--- src/rtl/pc_fetch_sequencer.sv ---
// ---------------------------------------------------------------------------
// pc_fetch_sequencer
//
// Instruction-fetch controller. Owns the program counter, issues one request
// at a time to instruction memory, and hands each fetched word and its PC to
// decode through a single-entry output buffer with a valid/ready handshake.
// Control-flow redirects from execute replace the PC and flush the buffer.
// Stalls from the hazard unit block new requests and consumption.
// Memory latency may be zero (ack combinational from req) or any number of
// cycles.
//
// Ports
//   clk                clock, all state updates on posedge
//   rst                synchronous active-high reset, highest priority
//   stall_i            hazard stall: no new request, no consumption
//   redirect_i         single-cycle control-flow change pulse
//   redirect_target_i  new PC; bits [1:0] are ignored
//   imem_req_o         request outstanding (registered)
//   imem_addr_o        address of the outstanding request (registered)
//   imem_ack_i         memory returns data this cycle
//   imem_rdata_i       instruction word, valid with imem_ack_i
//   if_valid_o         output buffer holds an instruction
//   if_pc_o            PC of the buffered instruction
//   if_instr_o         buffered instruction
//   if_ready_i         decode accepts the buffered instruction
// ---------------------------------------------------------------------------
module pc_fetch_sequencer #(
    parameter int                    ADDR_WIDTH = 32,
    parameter logic [ADDR_WIDTH-1:0] RESET_PC   = '0
) (
    input  logic                  clk,
    input  logic                  rst,
    input  logic                  stall_i,
    input  logic                  redirect_i,
    input  logic [ADDR_WIDTH-1:0] redirect_target_i,
    output logic                  imem_req_o,
    output logic [ADDR_WIDTH-1:0] imem_addr_o,
    input  logic                  imem_ack_i,
    input  logic [31:0]           imem_rdata_i,
    output logic                  if_valid_o,
    output logic [ADDR_WIDTH-1:0] if_pc_o,
    output logic [31:0]           if_instr_o,
    input  logic                  if_ready_i
);

    typedef enum logic [1:0] {
        BOOT = 2'd0,
        IDLE = 2'd1,
        WAIT = 2'd2,
        DROP = 2'd3
    } state_t;

    state_t                state;
    logic [ADDR_WIDTH-1:0] pc;

    logic                  consume;
    logic                  space;
    logic                  issue;
    logic [ADDR_WIDTH-1:0] target;
    logic [ADDR_WIDTH-1:0] pc_seq;

    // No compressed instructions, so redirect targets are forced word-aligned.
    function automatic logic [ADDR_WIDTH-1:0] align_word(input logic [ADDR_WIDTH-1:0] a);
        return a & ~ADDR_WIDTH'(3);
    endfunction

    // Sequential successor; the addition wraps modulo 2^ADDR_WIDTH.
    function automatic logic [ADDR_WIDTH-1:0] next_word(input logic [ADDR_WIDTH-1:0] a);
        return a + ADDR_WIDTH'(4);
    endfunction

    assign consume = if_valid_o & if_ready_i & ~stall_i;
    assign space   = ~if_valid_o | consume;
    // A request is only issued when the buffer will have room, so an ack in
    // WAIT can never overwrite an instruction decode has not yet taken.
    assign issue   = ~stall_i & ~redirect_i & space;
    assign target  = align_word(redirect_target_i);
    assign pc_seq  = next_word(pc);

    always_ff @(posedge clk) begin
        if (rst) begin
            state       <= BOOT;
            pc          <= RESET_PC;
            imem_req_o  <= 1'b0;
            imem_addr_o <= '0;
            if_valid_o  <= 1'b0;
            if_pc_o     <= '0;
            if_instr_o  <= '0;
        end else begin
            // Decode taking the buffered instruction empties the buffer unless
            // a capture below refills it on the same edge.
            if (consume) begin
                if_valid_o <= 1'b0;
            end

            // A redirect flushes the buffer even if decode accepts it now.
            if (redirect_i) begin
                if_valid_o <= 1'b0;
            end

            case (state)
                BOOT: begin
                    if (redirect_i) begin
                        pc <= target;
                    end
                    state <= IDLE;
                end

                IDLE: begin
                    if (redirect_i) begin
                        pc <= target;
                    end else if (issue) begin
                        imem_addr_o <= pc;
                        imem_req_o  <= 1'b1;
                        state       <= WAIT;
                    end
                end

                WAIT: begin
                    if (imem_ack_i) begin
                        imem_req_o <= 1'b0;
                        state      <= IDLE;
                        if (redirect_i) begin
                            pc <= target;
                        end else begin
                            if_instr_o <= imem_rdata_i;
                            if_pc_o    <= imem_addr_o;
                            if_valid_o <= 1'b1;
                            pc         <= pc_seq;
                        end
                    end else if (redirect_i) begin
                        // The old request cannot be withdrawn; keep it asserted
                        // with its address and throw its data away in DROP.
                        pc    <= target;
                        state <= DROP;
                    end
                end

                DROP: begin
                    if (redirect_i) begin
                        pc <= target;
                    end
                    if (imem_ack_i) begin
                        imem_req_o <= 1'b0;
                        state      <= IDLE;
                    end
                end

                default: begin
                    imem_req_o <= 1'b0;
                    state      <= IDLE;
                end
            endcase
        end
    end

endmodule

--- config.mk ---
export PLATFORM = sky130hd
export DESIGN_NAME = pc_fetch_sequencer
export DESIGN_NICKNAME = d
export VERILOG_FILES = /design/src/rtl/pc_fetch_sequencer.sv
export SDC_FILE = /design/constraint.sdc
export NUM_CORES = 1
export LEC_CHECK = 0
export CAP_MARGIN = 40
export CORE_MARGIN = 2
export CORE_UTILIZATION = 40
export DETAILED_ROUTE_END_ITERATION = 8
export DONT_BUFFER_PORTS = 1
export PLACE_DENSITY_LB_ADDON = 0.05
export SETUP_SLACK_MARGIN = 0.05
export SLEW_MARGIN = 0
export SYNTH_ARGS = -nofsm -noshare
export SYNTH_HDL_FRONTEND = slang
export SYNTH_SLANG_ARGS = --single-unit
--- constraint.sdc ---
create_clock -name clk -period 5.7 [get_ports clk]
set_clock_uncertainty 0.2 [all_clocks]
set_input_delay 1.425 -clock clk [delete_from_list [all_inputs] [get_ports clk]]
set_output_delay 1.425 -clock clk [all_outputs]
set_load 0.01 [all_outputs]
# == Yosys cells after proc, flatten, opt, wreduce, memory -nomap -nowiden ==
# Index checks and enable logic that the tools add are counted.
# word_totals
regBits,132
in_bits,70
out_inout_bits,98
word_cells,51
# op_classes
add_sub_neg,1
eq_ne,8
mux,19
bitwise,8
n_reduce_logical,8
# op_table
operator,count
2-to-1 mux 32 bit,3
case mux 32 bit (2 select lines),1
"adder 32 x 3 -> 32 bit, second input constant",1
2-to-1 mux 2 bit,5
2-to-1 mux 1 bit,8
case mux 2 bit (4 select lines),1
AND reduction 4 bit,2
"inequality test 2 bit, second input constant",3
AND reduction 3 bit,2
bitwise AND 1 bit,4
"== test 2 bit, second input constant",2
"inequality test 3 bit, second input constant",1
inverter 1 bit,3
OR reduction 3 bit,1
"== test 2 x 1 -> 1 bit, second input constant",1
logical NOT 2 bit,1
"inequality test 2 x 1 -> 1 bit, second input constant",1
case mux 1 bit (2 select lines),1
nonzero test 2 bit,1
OR reduction 2 bit,1
OR 1 bit,1

# == Depth between registers and ports, before layout ==
# Gate-level depths: netlist of run 1.
# logic_depth
depth_word,7
depth_mapped,8
depth_no_buf,6

# == Worst setup path after synthesis of run 1 ==
# OpenSTA, ideal clock, no wires.
# synth_path
path_kind,input to register
from,input imem_ack_i
to,register pc[21]
setup_time_ns,0.112
arrival_time_ns,2.763
required_time_ns,5.388
path_slack_ns,2.625
path_stages,6
n_path_buf,2
cell_sequence,buf_2 > nand4_1 > or3_4 > buf_6 > or3_1 > a2111oi_1
# synth_via
elab_chain_len,2
# synth_rtl
item,line_no,rtl
"start, declared",38,"input logic imem_ack_i,"
2-to-1 mux 32 bit,120,if (imem_ack_i) begin
case mux 32 bit (2 select lines),101,case (state)
"end signal, assigned",104,pc <= target;
"end signal, assigned",124,pc <= target;
"end signal, assigned",129,pc <= pc_seq;
"end, declared",54,logic [ADDR_WIDTH-1:0] pc;
# Every way passes these cells.
# A chain may end at the register's enable or synchronous reset.

# == Worst setup path in the final report of run 1 ==
# layout_path
from,input imem_ack_i
to,register pc[26]
# Same word-level chain as after synthesis.

==> results.yml, run 1 <==
worst_setup_path:
  crit_path_start_kind: "input pin"
  critPathKind: "input pin to flip-flop"
  critical_path.max_stage_delay_ns: 0.53
  path_cells: "nand3_1, or3_1, o31a_1, a2111oi_2"
  cp_num_buf_inv: 0
  worstPathArrival_ns: 2.77
  cp_max_fo: 11
  cp_data_required_time_ns: 5.81
  endpoint_kind: "flip-flop"
  path_delay_family: "simple AND/OR/NAND/NOR gates"
  reg2reg_slack_ns: 3.26
  cpMaxStageDelayCell: "or3_1"
yosys:
  synth_seq_cells: 132
  synth_top_family_by_area: "simple AND/OR/NAND/NOR gates"
  async_reset_ff_frac: 0
  synth-edff-count: 0
  ys_seq_area_frac: 0.4819
  synthAdderAreaFrac: 0.01369
  synth_xor_area_frac: 0.01437
  syn_inst: 652
  synth_mux_area_frac: 0.05841
  synthSimpleGateAreaFrac: 0.2384
  synth-main-ff-cell: "dfxtp_1"
  synth_compound_area_frac: 0.1465
  synth_nets: 728
  netlist_area_sq_mm: 0.005484
  yosysUniqueCellTypes: 51
  yosys_warnings: 0
  post_synth.cell_area_avg_sq_um: 8.411
routing:
  wl_met2_microns: 6232
  drtPass1Iterations: 4
  highest_layer: "met4"
  first_iter_violations: 265
  wl_per_cell_microns: 17.20
  drt-met1-wl_microns: 6479
  viasPerCell: 5.408
  antenna_left: 0
  drc: 0
  drt_wl_total_microns: 14040
  vias: 4413
  met3_length_microns: 1164
floorplanning:
  core_area_sq_mm: 0.01330
  die_h_microns: 121.1
  die_x_microns: 121.1
  fp-row-count: 42
  ios: 168
  dieArea_sq_mm: 0.01466
  start_util: 0.4125
clock_network:
  cts_resized: 0
  hold_buffers: 0
  clock-sinks: 132
  cts.clk_slew.worst_paths_ns: 0.06
  clock_latency_ns: 0.41
  cts_made_buffers: 17
  cts_tree: "done"
  cts_max_level: 4
  clockRootBuffer: "clkbuf_16"
  postCtsSetupBuffers: 0
  clockBufferDepth: 2
global_routing:
  grt_pass1_wl_microns: 21740
  grt_max_degree: 136
  grt_usage: 0.1911
  antenna_found_initial: 0
  grt_pass1_vias: 3964
  overflow: 0
timing:
  setup_viol: 0
  min_period_ns: 2.655
  slew_violations: 0
  fin_setup_tns_ns: 0
  fmax_mhz: 376.6
  period_share: 0.4659
  layout_setup_ws_ns: 3.045
  max_slew_margin: 0.5407
  holdWs_ns: 0.2622
  worstMarginPinSlew_ns: 0.6889
  hold_violations: 0
  rsz0062_at_grt: "no"
job:
  maxCapViolations: 0
placement:
  gp_congestion: 0.7937
  hpwlAfterDp_microns: 9442
  port_buffers: 0
  dpl-instance-area_sq_mm: 0.005552
  post-place-ws_ns: 2.624
  dpl.cell_count: 784
final_layout:
  post_route_cells_drive_above_1_share: 0.07188
  final_cell_area_sq_mm: 0.006157
  num-nets-final: 703
  fin_cells: 816
  post-route-util: 0.4631
  area_delta_synth_final_pct: 12.27
  antennaDiodeCount: 0
min_path:
  min_path_type: "flip-flop to flip-flop"
power:
  leakage_nw: 2.059
  ir_drop_mv: 0.1807
  fin_total_pwr_mw: 2.192
  pwr_density_cell_mw_per_mm2: 356.1
run_status:
  status: "finished clean"
## state kept, by name, indices dropped and copies added (netlist names)
register and cells:
pc 32, imem_addr_o 32, if_instr_o 32, state 2, imem_req_o 1, if_valid_o 1
if_pc_o 32
## cell type report
class	instances	area, sq um
Clock buffer	24	481.7
Clock inverter	8	123.9
Fill cell	1306	7138
Inverter	15	56.30
Multi-Input combinational cell	456	2597
Sequential cell	132	2643
Tap cell	176	220.2
Timing Repair Buffer	5	35.03
## cells by family (layout without fill, tap and decap cells)
group,count (synthesis),count (layout)
compound gates,126,126
buf+inv,64,52
mux,32,32
fa+ha+maj,6,6
xor+xnor,9,9
flops,132,132
simple gates,283,283
## synthesized netlist by cell type, types with 2 or more instances
master / count / share of area
nand2_1: 148 / 0.10
dfxtp_1: 132 / 0.48
a21oi_1: 72 / 0.066
nor2_1: 54 / 0.037
mux2i_1: 32 / 0.058
clkbuf_1: 31 / 0.021
inv_1: 15 / 0.010
a211oi_1: 12 / 0.016
nand4_1: 12 / 0.014
a311oi_1: 11 / 0.018
buf_1: 10 / 0.0068
nand3_1: 10 / 0.0091
and3_1: 9 / 0.010
a2111oi_0: 8 / 0.013
nor2b_1: 8 / 0.0091
nor4_1: 8 / 0.0091
and4_1: 7 / 0.011
buf_2: 7 / 0.0064
ha_1: 6 / 0.014
or3_1: 6 / 0.0068
o21ai_0: 5 / 0.0046
xor2_1: 5 / 0.0080
and2_1: 4 / 0.0046
nor3_1: 4 / 0.0037
xnor2_1: 4 / 0.0064
nor3b_1: 3 / 0.0041
o31a_1: 3 / 0.0048
o211ai_1: 2 / 0.0027
o21bai_1: 2 / 0.0027
## where the power goes
group | switching (mW) | total [mW] | internal, mW
clock network | 0.389 | 1.11 | 0.722
registers | 0.0389 | 0.988 | 0.949
logic | 0.0498 | 0.0936 | 0.0437
total | 0.478 | 2.19 | 1.71
## cell usage in the layout, fill, tap and decap left out, drive strengths merged, types with 3 or more instances in the layout
master,count
bufinv,3
inv,15
nor3b,3
o31a,4
nor2b,8
buf,5
clkinv,3
or3,8
dfxtp,132
a21oi,72
a311oi,11
clkbuf,24
nand2,148
a211oi,12
o21ai,5
xor2,5
a2111oi,10
nand3,10
and4,8
nor4,9
nor2,54
and2,4
mux2i,32
xnor2,4
ha,6
and3,9
nor3,5
nand4,13
## final timing paths
path                                  from  endpoint  depth (start not counted)
worst max register to register      pc[12]    pc[21]                          4
worst max-delay path            imem_ack_i    pc[26]                          4
worst min-delay path                 pc[1]     pc[1]                          1
worst min register to register       pc[1]     pc[1]                          1
## routing by layer
| layer | up-vias | GRT usage |
|---|---|---|
| met5 | - | 0 |
| met4 | 0 | 0.06468 |
| met3 | 13 | 0.07049 |
| met2 | 138 | 0.2844 |
| met1 | 2051 | 0.2550 |
| li1 | 2211 | - |
(Power assumes the default switching activity.)
==> run 2, diff against run 1 <==
- clock period: 5.7 -> 2.22 ns (I/O delays scaled with it)
==> run 2 against run 1 <==
Die area unchanged. Highest routed layer unchanged. Final cell count up 3.1%. Largest power group unchanged. Worst hold slack worse by 0.24 ns. Critical path depth up 3.
==> results.yml, run 2 (synthesis gave the netlist of run 1 again) <==
floorplanning:
  start_util: 0.4125
  die_x_microns: 121.1
  fp-row-count: 42
  die_h_microns: 121.1
  core_area_sq_mm: 0.01330
  dieArea_sq_mm: 0.01466
  ios: 168
min_path:
  min_path_cells: 1
  hold_start: "rst"
  min_path_type: "input pin to flip-flop"
  min_to: "pc[17]"
routing:
  drtPass1Iterations: 4
  viasPerCell: 5.394
  vias: 4536
  drc: 0
  first_iter_violations: 256
  antenna_left: 0
  drt_wl_total_microns: 14680
  wl_per_cell_microns: 17.45
worst_setup_path:
  worstPathArrival_ns: 2.20
  ff2ff_path_depth: 7
  critPathKind: "flip-flop to flip-flop"
  cp_max_fo: 6
  r2r_start: "state[0]"
  rr_endpoint: "pc[30]"
  cp_data_required_time_ns: 2.35
  reg2reg_slack_ns: 0.15
  crit_path_start_kind: "flip-flop"
  endpoint_kind: "flip-flop"
global_routing:
  antenna_found_initial: 0
  overflow: 0
  use_met1: 0.2590
  grt_usage: 0.2007
  grt_max_degree: 124
  grt_pass1_vias: 4266
  grt_pass1_wl_microns: 22870
  busiest_layer: "met2"
  use_met2: 0.3065
  use_met3: 0.07237
timing:
  worstMarginPinSlew_ns: 0.4553
  setup_viol: 0
  slew_violations: 0
  min_period_ns: 2.072
  rsz0062_at_grt: "no"
  max_slew_margin: 0.6938
  hold_violations: 0
  period_share: 0.9331
  fmax_mhz: 482.7
  holdWs_ns: 0.02172
power:
  pwr_density_cell_mw_per_mm2: 880.9
  ir_drop_mv: 0.5113
  leakage_nw: 2.213
placement:
  dpl.cell_count: 800
  port_buffers: 0
  gp_congestion: 0.8203
  hpwlAfterDp_microns: 9741
final_layout:
  area_delta_synth_final_pct: 18.09
  final_cell_mix: "nand2_1 (147), dfxtp_1 (130), a21oi_1 (72)"
  antennaDiodeCount: 0
  num-nets-final: 728
  post_route_cells_drive_above_1_share: 0.1203
  fin_cells: 841
  final_common_cell: "nand2_1"
clock_network:
  clock-sinks: 132
  cts_made_buffers: 17
  cts_max_level: 4
  cts_tree: "done"
  clockBufferDepth: 2
  clock_latency_ns: 0.42
  clockRootBuffer: "clkbuf_16"
  cts.clk_slew.worst_paths_ns: 0.06
job:
  maxCapViolations: 0
run_status:
  status: "finished clean"
[run 2: cell count changes in the layout (fill, tap and decap cells not counted), moves of 4 or more]
cell / before / now
buf_4: 4 / 20
a2111oi_0: 8 / 4
buf_12: 0 / 4
clkbuf_1: 4 / 0
dlygate4sd3_1: 0 / 4
[run 2: per-layer routing]
layer	vias up	wire (microns)
met3	21	1122
met2	134	6651
li1	2265	-
met1	2116	6618
met5	-	0
met4	0	287
[run 2: timing repair]
item,CTS,global route
hold buffers,4,0
setup endpoints to repair,3,19
buffers inserted,2,2
resized for setup,5,9
pin swaps,1,3
endpoints found under the hold margin,6,0
cloned,0,1
[run 2: final cells by class]
type,instances,area (sq um)
clock buffers,19,452.9
well taps,176,220.2
clock inverters,13,156.4
repair buffers,30,306.5
multi-input cells,456,2639
fillers,1330,6819
inverters,15,56.30
flip-flops and latches,132,2645
[run 2: power by group]
part	internal, mW	switching (mW)
registers	2.44	0.0847
logic	0.155	0.171
clock network	1.82	1.04
total	4.41	1.29
[run 2: worst max-delay path by stage]
stage                            endpoint       start  slack, ns  cells past startpoint
after global placement             pc[30]    state[0]       0.10                      7
after CTS                          pc[30]       pc[2]       0.07                      6
after floorplan                    pc[21]  imem_ack_i       0.06                      6
after detailed placement           pc[23]    state[1]      -0.04                      5
final                              pc[30]    state[0]       0.15                      7
after global routing      imem_addr_o[27]    state[0]       0.04                      8
[run 2: through the flow]
stage / total power [mW] / setup TNS (ns) / cell area [sq um] / util / worst slack (ns)
3_3_place_gp: 2.856 / 0 / 5739 / 0.4317 / 0.1047
4_1_cts: 5.755 / 0 / 6421 / 0.4830 / 0.06529
5_1_grt: 5.917 / 0 / 6476 / 0.4871 / 0.04468
2_1_floorplan: 2.800 / 0 / 5489 / - / 0.06214
3_5_place_dp: 2.867 / -0.03594 / 5739 / 0.4317 / -0.03594
6_report: 5.705 / 0 / 6476 / 0.4871 / 0.1484
[run 2: critical path, cell delays in order (launching register included)]
cell and delay (ns):
dfxtp_1 0.32, inv_2 0.08, ha_4 0.17, nand3_2 0.13
or3_1 0.40, buf_4 0.18, o31a_1 0.30, a211oi_1 0.21
